### config.mk
export PLATFORM = sky130hd
export DESIGN_NAME = aes_round_sequencer
export DESIGN_NICKNAME = d
export VERILOG_FILES = /design/src/rtl/aes_ctrl_pkg.sv /design/src/rtl/aes_round_sequencer.sv
export SDC_FILE = /design/constraint.sdc
export NUM_CORES = 1
export LEC_CHECK = 0
export ABC_AREA = 1
export CAP_MARGIN = 20
export CORE_MARGIN = 5
export CORE_UTILIZATION = 35
export CTS_BUF_LIST = sky130_fd_sc_hd__clkbuf_16
export DETAILED_ROUTE_END_ITERATION = 10
export PLACE_DENSITY = 0.65
export SYNTH_ARGS = -nofsm -noshare
export SYNTH_HDL_FRONTEND = slang
export SYNTH_SLANG_ARGS = --single-unit
### constraint.sdc
create_clock -name CLK -period 3.9 [get_ports CLK]
set_input_delay 0.585 -clock CLK [delete_from_list [all_inputs] [get_ports CLK]]
set_output_delay 0.585 -clock CLK [all_outputs]
set_load 0.01 [all_outputs]
### src/rtl/aes_ctrl_pkg.sv
// Shared types and constants for the AES-128 decryption control path.
// Datapath op encoding and round sequencer state names live here.
package aes_ctrl_pkg;

   typedef enum logic [2:0] {
      OP_NONE = 3'd0,
      OP_LOAD = 3'd1,
      OP_ARK  = 3'd2,
      OP_ISR  = 3'd3,
      OP_ISB  = 3'd4,
      OP_IMC  = 3'd5
   } aes_op_e;

   typedef enum logic [3:0] {
      IDLE,
      LOAD,
      KEYEXP,
      ARK0,
      R_ISR,
      R_ISB,
      R_ARK,
      R_IMC,
      F_ISR,
      F_ISB,
      F_ARK,
      DONE
   } aes_seq_state_e;

   localparam int NR       = 10;
   localparam int IMC_COLS = 4;

endpackage

### src/rtl/aes_round_sequencer.sv
// Round sequencer for AES-128 decryption: turns a level start request
// into per-cycle datapath commands (load, op, round key, mix column).
module aes_round_sequencer
   import aes_ctrl_pkg::*;
#(
   parameter int KEYEXP_CYCLES = 10
) (
   input  logic       CLK,
   input  logic       RESET,
   input  logic       AES_START,
   output logic       AES_DONE,
   output logic       BUSY,
   output logic       KEY_EXP_EN,
   output logic       STATE_LD,
   output logic [2:0] OP_SEL,
   output logic [3:0] ROUND_KEY_IDX,
   output logic [1:0] MIX_COL
);

   localparam logic [7:0] KEXP_LAST = 8'(KEYEXP_CYCLES - 1);
   localparam logic [7:0] COL_LAST  = 8'(IMC_COLS - 1);
   localparam logic [3:0] RND_FIRST = 4'(NR - 1);
   localparam logic [3:0] KEY_LAST  = 4'(NR);

   aes_seq_state_e state_q, state_d;
   logic [3:0]     rnd_q, rnd_d;
   logic [7:0]     cnt_q, cnt_d;
   aes_op_e        op;
   logic           busy;

   // State and counter registers; reset returns everything to idle.
   always_ff @(posedge CLK) begin
      if (RESET) begin
         state_q <= IDLE;
         rnd_q   <= '0;
         cnt_q   <= '0;
      end else begin
         state_q <= state_d;
         rnd_q   <= rnd_d;
         cnt_q   <= cnt_d;
      end
   end

   // Next-state sequencing plus Moore output decode of the current state.
   always_comb begin
      state_d       = state_q;
      rnd_d         = rnd_q;
      cnt_d         = cnt_q;
      op            = OP_NONE;
      busy          = 1'b1;
      AES_DONE      = 1'b0;
      KEY_EXP_EN    = 1'b0;
      STATE_LD      = 1'b0;
      ROUND_KEY_IDX = '0;
      MIX_COL       = '0;

      unique case (state_q)
         IDLE: begin
            busy  = 1'b0;
            rnd_d = '0;
            cnt_d = '0;
            if (AES_START) state_d = LOAD;
         end
         LOAD: begin
            op       = OP_LOAD;
            STATE_LD = 1'b1;
            cnt_d    = '0;
            state_d  = KEYEXP;
         end
         KEYEXP: begin
            KEY_EXP_EN = 1'b1;
            if (cnt_q == KEXP_LAST) begin
               cnt_d   = '0;
               state_d = ARK0;
            end else begin
               cnt_d = cnt_q + 8'd1;
            end
         end
         ARK0: begin
            op            = OP_ARK;
            STATE_LD      = 1'b1;
            ROUND_KEY_IDX = KEY_LAST;
            rnd_d         = RND_FIRST;
            state_d       = R_ISR;
         end
         R_ISR: begin
            op       = OP_ISR;
            STATE_LD = 1'b1;
            state_d  = R_ISB;
         end
         R_ISB: begin
            op       = OP_ISB;
            STATE_LD = 1'b1;
            state_d  = R_ARK;
         end
         R_ARK: begin
            op            = OP_ARK;
            STATE_LD      = 1'b1;
            ROUND_KEY_IDX = rnd_q;
            cnt_d         = '0;
            state_d       = R_IMC;
         end
         R_IMC: begin
            op       = OP_IMC;
            STATE_LD = 1'b1;
            MIX_COL  = cnt_q[1:0];
            if (cnt_q == COL_LAST) begin
               cnt_d = '0;
               if (rnd_q > 4'd1) begin
                  rnd_d   = rnd_q - 4'd1;
                  state_d = R_ISR;
               end else begin
                  state_d = F_ISR;
               end
            end else begin
               cnt_d = cnt_q + 8'd1;
            end
         end
         F_ISR: begin
            op       = OP_ISR;
            STATE_LD = 1'b1;
            state_d  = F_ISB;
         end
         F_ISB: begin
            op       = OP_ISB;
            STATE_LD = 1'b1;
            state_d  = F_ARK;
         end
         F_ARK: begin
            op       = OP_ARK;
            STATE_LD = 1'b1;
            state_d  = DONE;
         end
         DONE: begin
            busy     = 1'b0;
            AES_DONE = 1'b1;
            if (!AES_START) state_d = IDLE;
         end
         default: begin
            busy    = 1'b0;
            state_d = IDLE;
         end
      endcase

      // Dropping start mid-run abandons the run and clears both counters.
      if (busy && !AES_START) begin
         state_d = IDLE;
         rnd_d   = '0;
         cnt_d   = '0;
      end

      BUSY   = busy;
      OP_SEL = op;
   end

endmodule

# After elaboration in Yosys (flattened, before gate mapping)
# Index checks and enable logic that the tools add are counted.
[classes]
n_eq_ne = 18
magnitude_cmp = 1
n_addsub = 2
n_reduce_logical = 14
muxes = 19
[op_table]
columns = ["cell", "n"]
rows = [
  ["case mux 4 bit (12 select lines)", 1],
  ["2-to-1 mux 4 bit", 7],
  ["case mux 8 bit (3 select lines)", 1],
  ["== test 4 x 3 -> 1 bit, second input constant", 4],
  ["== test 4 bit, second input constant", 4],
  ["2-to-1 mux 8 bit", 2],
  ["case mux 3 bit (5 select lines)", 1],
  ["case mux 4 bit (3 select lines)", 1],
  ["inequality test 2 bit, second input constant", 5],
  ["OR reduction 10 bit", 1],
  ["OR reduction 9 bit", 1],
  ["adder 8 x 1 -> 8 bit, second input constant", 1],
  ["== test 4 x 2 -> 1 bit, second input constant", 2],
  ["== test 8 x 2 -> 1 bit, second input constant", 1],
  ["== test 8 x 4 -> 1 bit, second input constant", 1],
  ["case mux 4 bit (2 select lines)", 1],
  ["nonzero test 3 bit", 2],
  ["OR reduction 2 bit", 3],
  ["OR reduction 3 bit", 2],
  ["== test 4 x 1 -> 1 bit, second input constant", 1],
  ["> comparator 4 x 1 -> 1 bit, second input constant", 1],
  ["logical NOT 4 bit", 1],
  ["2-to-1 mux 1 bit", 4],
  ["AND reduction 4 bit", 1],
  ["5 further kinds", 5],
]
[word_totals]
output_inout_bits = 13
inputBits = 3
wordCells = 57
reg_bits = 16

# Logic depth before layout (Yosys ltp)
# Gate-level depths: netlist of the first run.
[logic_depth]
ltp_word = 5
mapped_depth = 11

# Worst setup path after synthesis of the first run
# No wires, ideal clock.
[synth_timing]
kind = "flip-flop to output port"
startpoint = "register state_q[2]"
endpoint = "output ROUND_KEY_IDX[1]"
path_slack_ps = 2289
stages_incl_launch_ff = 5
required_ps = 3315
t_arrival_ps = 1026
cell_sequence = "dfxtp_1 > inv_2 > nor2_4 > nand2_2 > o21ai_0"
[synth_between]
elab_chain_len = 2
[synth_rtl]
columns = ["item", "line", "text"]
rows = [
  ["start: declaration", "aes_round_sequencer.sv:25", "aes_seq_state_e state_q, state_d;"],
  ["start signal: assignment", "aes_round_sequencer.sv:38", "state_q <= state_d;"],
  ["== test 4 x 3 -> 1 bit or == test 4 x 2 -> 1 bit (tied branches)", "aes_round_sequencer.sv:57", "unique case (state_q)"],
  ["case mux 4 bit (2 select lines) *", "aes_round_sequencer.sv:57", ""],
  ["end: declaration", "aes_round_sequencer.sv:16", "output logic [3:0] ROUND_KEY_IDX,"],
]
# Mark *: on every way between the ends. The rest lies on a longest branch, timed or not.

# Final worst setup path of the first run
[layout_timing]
startpoint = "register state_q[2]"
endpoint = "output ROUND_KEY_IDX[3]"
# Same word-level chain as after synthesis.

==> impl_metrics.yaml, run 1 <==
yosys:
  syn-instance-count: 201
  synth_largest_area_cell: "dfxtp_1"
  synth-edff-count: 0
  synth.distinct_cells: 27
  ys_top_cells_by_area: "dfxtp_1, nand2_1, nor2_1, nand3_1, inv_1"
  yosys_most_used_dff: "dfxtp_1"
  yosys_warnings: 0
  synth_nets: 208
  synth-async-reset-ratio_pct: 0
  synth-seq-cells: 16
  syn_avg_cell_area_um2: 6.23
  syn_area_mm2: 0.00125
  synth_top_area_share_pct: 25.6
  synth_seq_area_share_pct: 25.6
floorplan:
  die_h_um: 69.8
  die_x_um: 69.8
  start_util_pct: 37.0
  core-area_mm2: 0.00339
  row_count: 21
  ios: 16
  dieArea_mm2: 0.00487
global_route:
  use_met2_pct: 17.8
  grt_max_degree: 14
  grt_antenna_before_repair: 0
  track_usage_pct: 11.6
  top_usage_layer: "met2"
  grtUsageMet3_pct: 1.59
  grt_pass1_vias: 1096
  grt_pass1_wl_mm: 4.79
  grt-ovfl-total: 0
  use_met1_pct: 16.6
layout:
  drive_gt1_share_pct: 12.8
  fillCellCount: 357
  area_growth_pct: 21.1
  seq_area_um2: 320
  nNetsFinal: 226
  layout_common_cells: "nand2_1, nor2_1, inv_1"
  antennaDiodeCount: 0
  final_common_cell: "nand2_1"
  design_area_mm2: 0.00152
  multiInputGateArea_um2: 801
flow_run:
  maxCapViolCount: 0
power_and_ir_drop:
  p_leak_uw: 0.000683
  vdd_ir_drop_max_v: 0.000377
  powerDensity_mw_per_mm2: 810
sta:
  clock.fmax_mhz: 420
  min_period_over_period_pct: 61.0
  drv_slew: 0
  fin_crit_ps: 2380
  finalHoldViolCount: 0
  fin_worst_skew_ps: 3.45
  slew-limit-headroom_pct: 71.0
  tightest_slew_ps: 431
  setup_viol: 0
  rsz0062_at_grt: "no"
  setup_tns_ps: 0
placed_design:
  place_hpwl_mm: 2.16
  routabilityCongestion: 0.875
  port-buffer-count: 15
  dpl_cell_area_mm2: 0.00144
critical_path:
  endpoint_kind: "primary output"
  rr_worst_depth: 8
  crit_arrival_ps: 1790
  critPathKind: "reg2out"
  crit_fanout: 6
  required_ps: 3310
  start_kind: "flop"
clocking:
  hold_buffers: 0
  clk_latency_ps: 240
  cts_setup_buffers: 0
  cts_resized: 0
  cts_buffers: 3
  cts.path.max_buffers: 2
  cts_root_buf: "clkbuf_16"
  cts_tree: "built"
  cts.sinks: 16
  clk_pin_slew_worst_paths_ps: 50
  htreeDepth: 1
detailed_routing:
  routed_wl_mm: 2.76
  wl_per_cell_um: 10.5
  drtAntennaViolNets: 0
  vias: 1211
  drtIter0Drc: 51
  dr.pass1.iters: 4
  vias_per_cell: 4.59
  drc: 0
worst_hold_path:
  hp-class: "reg2reg"
  min_path_cells: 2
outcome:
  status: "completed"
## metal layers
layer	vias to the layer above	wire length [µm]
li1	659	-
met1	532	1370
met2	18	1310
met3	2	49
met4	0	27
met5	-	0
## Yosys cell counts, types with 2 or more instances
cell type   n
a21oi_1     9
dfxtp_1    16
ha_1        4
inv_1      24
inv_2       5
nand2_1    51
nand2_2    11
nand2_4     3
nand3_1    18
nand3b_1    2
nor2_1     32
nor2_2      2
nor2_4      2
o21ai_0     7
o21ai_1     2
xor2_1      2
## critical path, cell delays in order, from the launching register on
cell	delay, ps
dfxtp_1	460
inv_2	100
nor2_4	140
nand2_2	120
o21ai_0	170
clkdlybuf4s50_1	560
## where the power goes
part,internal [µW],total [µW],leakage [µW],switching (µW)
Combinational,286,783,0.000514,497
Clock,136,199,0.0000385,63.2
Sequential,204,247,0.000130,43.0
Total,626,1230,0.000683,603
## final timing paths
check,slack [ps],start,end
setup reg to reg,2230,rnd_q[0],rnd_q[0]
hold / removal,520,rnd_q[2],rnd_q[2]
setup / recovery,1520,state_q[2],ROUND_KEY_IDX[3]
hold reg to reg,520,rnd_q[2],rnd_q[2]
## registers in the layout, indices dropped and copies added, names as in the netlist
| signal | flops |
|---|---|
| state_q | 4 |
| rnd_q | 4 |
| cnt_q | 8 |
## cells by family (layout without fill, tap and decap cells)
kind of cell               Yosys count  count (layout)  synth area share (%)
and+or+nand+nor                    127             127                  49.6
buffers and inverters               31              48                  10.5
AOI/OAI and AO/OA                   20              20                  8.29
DFF                                 16              16                  25.6
adders and majority gates            4               4                  4.00
xor gates and xnor gates             3               3                  2.10
## stage by stage
step / worst slack (ps) / power [µW] / hold WS (ps) / util (%) / cells
2_1_floorplan: 2290 / 860 / 477 / - / 201
5_1_grt: 1380 / 1340 / 575 / 44.7 / 264
4_1_cts: 1520 / 1240 / 542 / 44.7 / 264
3_3_place_gp: 1840 / 1030 / 516 / 42.4 / 260
3_5_place_dp: 1780 / 1030 / 534 / 42.4 / 260
6_report: 1520 / 1230 / 525 / 44.7 / 264
## area by class of cell
| type | instances | area share, % |
|---|---|---|
| multi-input combinational | 154 | 52.8 |
| clock buffer | 3 | 4.95 |
| inverter | 29 | 7.18 |
| clock inverter | 1 | 0.248 |
| tap | 46 | 3.80 |
| timing repair buffer | 15 | 9.90 |
| sequential | 16 | 21.1 |
(Power assumes the default switching activity.)
==> inputs of run 2 (changes only) <==
==> constraint.sdc (replaced) <==
create_clock -name CLK -period 2.2 [get_ports CLK]
set_input_delay 0.33 -clock CLK [delete_from_list [all_inputs] [get_ports CLK]]
set_output_delay 0.33 -clock CLK [all_outputs]
set_load 0.01 [all_outputs]
==> run 2 against run 1 <==
  * Via count down 0.33%
  * Non-clock buffer count unchanged
  * Combinational power up 76%
  * Highest routed layer unchanged
==> impl_metrics.yaml, run 2 (same netlist as run 1, synthesis figures left out) <==
sta:
  drv_slew: 0
  fin_crit_ps: 2070
  clock.fmax_mhz: 484
  min_period_over_period_pct: 93.9
  rsz0062_at_grt: "no"
  setup_tns_ps: 0
  finalHoldViolCount: 0
  tightest_slew_ps: 425
  fin_worst_skew_ps: 0.514
  setup_viol: 0
  slew-limit-headroom_pct: 71.4
critical_path:
  required_ps: 1870
  cp_cell_sequence: "inv_1 -> nor2_1 -> nand2_2 -> o21ai_0 -> clkdlybuf4s50_1"
  crit_fanout: 6
  critPathBufInv: 2
  endpoint_kind: "primary output"
  crit_slowest_cell: "clkdlybuf4s50_1"
  start_kind: "flop"
  crit_arrival_ps: 1740
  max_stage_delay_ps: 550
  critical-path-top-delay-family: "buffers and inverters"
  critPathKind: "reg2out"
detailed_routing:
  wl_per_cell_um: 10.4
  drtAntennaViolNets: 0
  vias_per_cell: 4.57
  dr.pass1.iters: 4
  drc: 0
  routed_wl_mm: 2.74
  vias: 1207
  drtIter0Drc: 63
clocking:
  cts_resized: 0
  cts_root_buf: "clkbuf_16"
  cts_setup_buffers: 0
  clk_pin_slew_worst_paths_ps: 50
  cts_buffers: 3
  htreeDepth: 1
  cts_tree: "built"
  cts.sinks: 16
  hold_buffers: 0
  clk_latency_ps: 240
  cts.path.max_buffers: 2
layout:
  nNetsFinal: 226
  largest_reg_flops: 8
  layout_common_cells: "nand2_1, nor2_1, inv_1"
  antennaDiodeCount: 0
  area_growth_pct: 21.2
  drive_gt1_share_pct: 13.3
  reg_top3: "cnt_q (8), rnd_q (4), state_q (4)"
  final_common_cell: "nand2_1"
  fillCellCount: 368
  largest-register: "cnt_q"
  utilization_pct: 44.8
floorplan:
  die_x_um: 69.8
  die_h_um: 69.8
  core-area_mm2: 0.00339
  row_count: 21
  ios: 16
  dieArea_mm2: 0.00487
  start_util_pct: 37.0
power_and_ir_drop:
  power_uw: 2180
  p_leak_uw: 0.000683
  vdd_ir_drop_max_v: 0.000783
  powerDensity_mw_per_mm2: 1430
global_route:
  track_usage_pct: 11.8
  grt_pass1_wl_mm: 4.80
  grt-ovfl-total: 0
  grt_antenna_before_repair: 0
  grt_max_degree: 14
  grt_pass1_vias: 1107
outcome:
  status: "completed"
placed_design:
  port-buffer-count: 15
  place_hpwl_mm: 2.18
  routabilityCongestion: 0.875
flow_run:
  maxCapViolCount: 0
worst_hold_path:
  hp-class: "reg2reg"
## run 2: cell counts in the layout (fill, tap and decap cells not counted)
No cell type changed its count.
## run 2: tightest hold or removal path: stages, from the launching register on
cell,delay (ps)
dfxtp_1,340
nand2_1,80
a21oi_1,50
## run 2: layout make-up
| class | count | area, µm² | area share [%] |
|---|---|---|---|
| multi-input cells | 154 | 801 | 52.8 |
| clock buffers | 3 | 75.1 | 4.95 |
| clock inverters | 1 | 3.75 | 0.247 |
| flip-flops and latches | 16 | 322 | 21.2 |
| inverters | 29 | 109 | 7.17 |
| well taps | 46 | 57.6 | 3.79 |
| repair buffers | 15 | 150 | 9.89 |
## run 2: routing by layer
metal / track usage [%] / vias up / wire, µm
met2: 17.6 / 13 / 1240
met5: 0 / - / 0
met4: 5.74 / 0 / 55
li1: - / 665 / -
met3: 2.17 / 4 / 58
met1: 16.2 / 525 / 1380
## run 2: final timing paths
path | slack, ps | cells past startpoint | from | end
max | 130 | 5 | state_q[1] | ROUND_KEY_IDX[1]
min | 530 | 2 | rnd_q[2] | rnd_q[2]
max reg2reg | 560 | 8 | rnd_q[0] | rnd_q[0]
min reg2reg | 530 | 2 | rnd_q[2] | rnd_q[2]
## run 2: report_power, final
| part | internal [µW] | switching, µW | leakage, µW |
|---|---|---|---|
| registers | 364 | 78.2 | 0.000131 |
| logic | 508 | 871 | 0.000514 |
| clock network | 241 | 113 | 0.0000385 |
| total | 1110 | 1060 | 0.000683 |
## run 2: stage by stage
stage               setup slack (ps)  instances  hold WS (ps)  cell area (µm²)
finish                           134        264           529             1520
global route                    35.4        264           567             1520
CTS                             50.1        264           542             1520
detailed placement               327        260           535             1440
global placement                 395        260           516             1440
floorplan                        800        201           477             1250
==> inputs of run 3 (changes only) <==
--- a/config.mk
+++ b/config.mk
@@ -7,11 +7,13 @@
 export LEC_CHECK = 0
 export ABC_AREA = 1
 export CAP_MARGIN = 20
-export CORE_MARGIN = 5
+export CELL_PAD_IN_SITES_DETAIL_PLACEMENT = 1
+export CELL_PAD_IN_SITES_GLOBAL_PLACEMENT = 1
 export CORE_UTILIZATION = 35
 export CTS_BUF_LIST = sky130_fd_sc_hd__clkbuf_16
 export DETAILED_ROUTE_END_ITERATION = 10
-export PLACE_DENSITY = 0.65
+export PLACE_DENSITY = 0.83
+export RECOVER_POWER = 50
 export SYNTH_ARGS = -nofsm -noshare
 export SYNTH_HDL_FRONTEND = slang
 export SYNTH_SLANG_ARGS = --single-unit
==> run 3 against run 2 <==
  * Combinational power about the same
  * Final area decreased by 0.49%
  * Clock power up 4%
  * Global-route usage increased by 7.9 points
  * Critical path type unchanged
  * Critical endpoint is now BUSY
  * Final cell count did not move
  * Clock skew up 2.6 ps
  * Non-clock buffer count unchanged
  * Sequential share of layout area increased by 0.11 points
==> impl_metrics.yaml, run 3 (same netlist as run 1, synthesis figures left out) <==
outcome:
  status: "completed"
sta:
  min_period_over_period_pct: 94.5
  finalHoldViolCount: 0
  slew-limit-headroom_pct: 70.6
  fin_crit_ps: 2080
  drv_slew: 0
  clock.fmax_mhz: 481
  setup_tns_ps: 0
  setup_viol: 0
  rsz0062_at_grt: "no"
  whs_ps: 523
  tightest_slew_ps: 436
  fin_worst_skew_ps: 3.09
detailed_routing:
  drtAntennaViolNets: 0
  routed.top_layer: "met4"
  routed_wl_mm: 3.27
  dr.pass1.iters: 4
  vias: 1266
  drt-met1-wl_mm: 1.61
  vias_per_cell: 4.80
  drtIter0Drc: 45
  wl_per_cell_um: 12.4
  wl_met2_mm: 1.57
  drc: 0
  wl_met3_um: 51
floorplan:
  row_count: 21
  die_x_um: 61.8
  core-area_mm2: 0.00339
  start_util_pct: 37.0
  ios: 16
  die_h_um: 61.8
  dieArea_mm2: 0.00382
critical_path:
  crit_fanout: 8
  max_stage_delay_ps: 540
  startpoint: "state_q[3]"
  rr_worst_depth: 9
  critPathKind: "reg2out"
  rrSetupSlack_ps: 320
  critPathBufInv: 2
  crit_arrival_ps: 1750
  required_ps: 1870
  cp_cell_sequence: "nor2_4 -> nand2_2 -> nand2_1 -> inv_1 -> clkdlybuf4s50_1"
  endpoint_kind: "primary output"
  crit_slowest_cell: "dfxtp_1"
  start_kind: "flop"
  r2r-start: "state_q[3]"
  critical-path-top-delay-family: "buffers and inverters"
  timing.rr.end: "cnt_q[6]"
power_and_ir_drop:
  p_switching_uw: 1100
  switching_share_pct: 49.9
  combPwrFrac_pct: 63.1
  powerDensity_mw_per_mm2: 1460
  vdd_ir_drop_max_v: 0.000685
  clkPwrFrac_pct: 16.7
  p_int_uw: 1100
  p_seq_share_pct: 20.2
  p_leak_uw: 0.000684
worst_hold_path:
  hp-class: "reg2reg"
  worstHoldStart: "rnd_q[2]"
  min_path_cells: 2
  whs_endpoint: "rnd_q[2]"
layout:
  multiInputGateArea_um2: 793
  final_common_cell: "nand2_1"
  largest_reg_flops: 8
  largest-register: "cnt_q"
  fillCellCount: 441
  layout_common_cells: "nand2_1, nor2_1, inv_1"
  nNetsFinal: 226
  reg_top3: "cnt_q (8), rnd_q (4), state_q (4)"
  area_growth_pct: 20.6
  antennaDiodeCount: 0
  seq_area_um2: 322
  drive_gt1_share_pct: 11.0
global_route:
  grt_pass1_wl_mm: 5.53
  grt_max_degree: 14
  grt_antenna_before_repair: 0
  grt-ovfl-total: 0
  grt_pass1_vias: 1242
  track_usage_pct: 19.7
flow_run:
  maxCapViolCount: 0
clocking:
  clk_pin_slew_worst_paths_ps: 50
  cts.sinks: 16
  cts_tree: "built"
  cts.path.max_buffers: 2
  cts_setup_buffers: 0
  htreeDepth: 1
  clk_latency_ps: 250
  hold_buffers: 0
  cts_resized: 0
  cts_root_buf: "clkbuf_16"
  cts_buffers: 3
placed_design:
  routabilityCongestion: 0.796
  place_hpwl_mm: 2.52
  port-buffer-count: 15
run 3: cell types whose count changed in the layout (fill, tap and decap cells not counted):
cell | before | now
inv_2 | 5 | 3
o21ai_0 | 6 | 7
nand2_1 | 51 | 54
inv_1 | 24 | 26
nand2_2 | 11 | 8
o21ai_1 | 3 | 2
run 3: through the flow:
stage	util, %	power [µW]	instance area (µm²)	setup slack (ps)	instances
2_1_floorplan	-	1520	1250	800	201
3_3_place_gp	42.4	1840	1440	364	260
3_5_place_dp	42.4	1870	1440	304	260
4_1_cts	44.7	2240	1520	14.0	264
5_1_grt	44.6	2420	1510	14.0	264
6_report	44.6	2200	1510	121	264
run 3: how the worst max path moves through the flow:
stage,to,slack (ps),depth (start not counted)
after floorplan,rnd_q[0],800,8
after global placement,ROUND_KEY_IDX[1],360,5
after detailed placement,ROUND_KEY_IDX[1],300,5
after CTS,ROUND_KEY_IDX[1],10,5
after global routing,ROUND_KEY_IDX[1],10,5
final,BUSY,120,5
run 3: power groups by stage:
stage / logic (µW) / clock network (µW) / registers, µW
finish: 1390 / 369 / 444
global placement: 1400 / 0 / 442
floorplan: 1110 / 0 / 413
global route: 1570 / 393 / 457
CTS: 1430 / 376 / 441
detailed placement: 1420 / 0 / 447
run 3: worst register-to-register path, stage by stage, from the launching register on:
cell,delay (ps)
dfxtp_1,540
nor2_4,110
nand2_2,170
nand2_1,80
inv_1,70
nand2_1,50
nand2_1,200
inv_1,200
nand2_1,260
nor2_1,80
run 3: cell type report:
cell class | count | share of cell area [%]
inverters | 29 | 7.21
multi-input cells | 154 | 52.5
clock buffers | 3 | 4.97
clock inverters | 1 | 0.249
repair buffers | 15 | 9.94
well taps | 46 | 3.81
flip-flops and latches | 16 | 21.3
run 3: layer usage:
layer | vias up | GRT usage (%)
li1 | 658 | -
met1 | 591 | 26.2
met2 | 13 | 33.0
met3 | 4 | 3.11
met4 | 0 | 5.71
met5 | - | 0
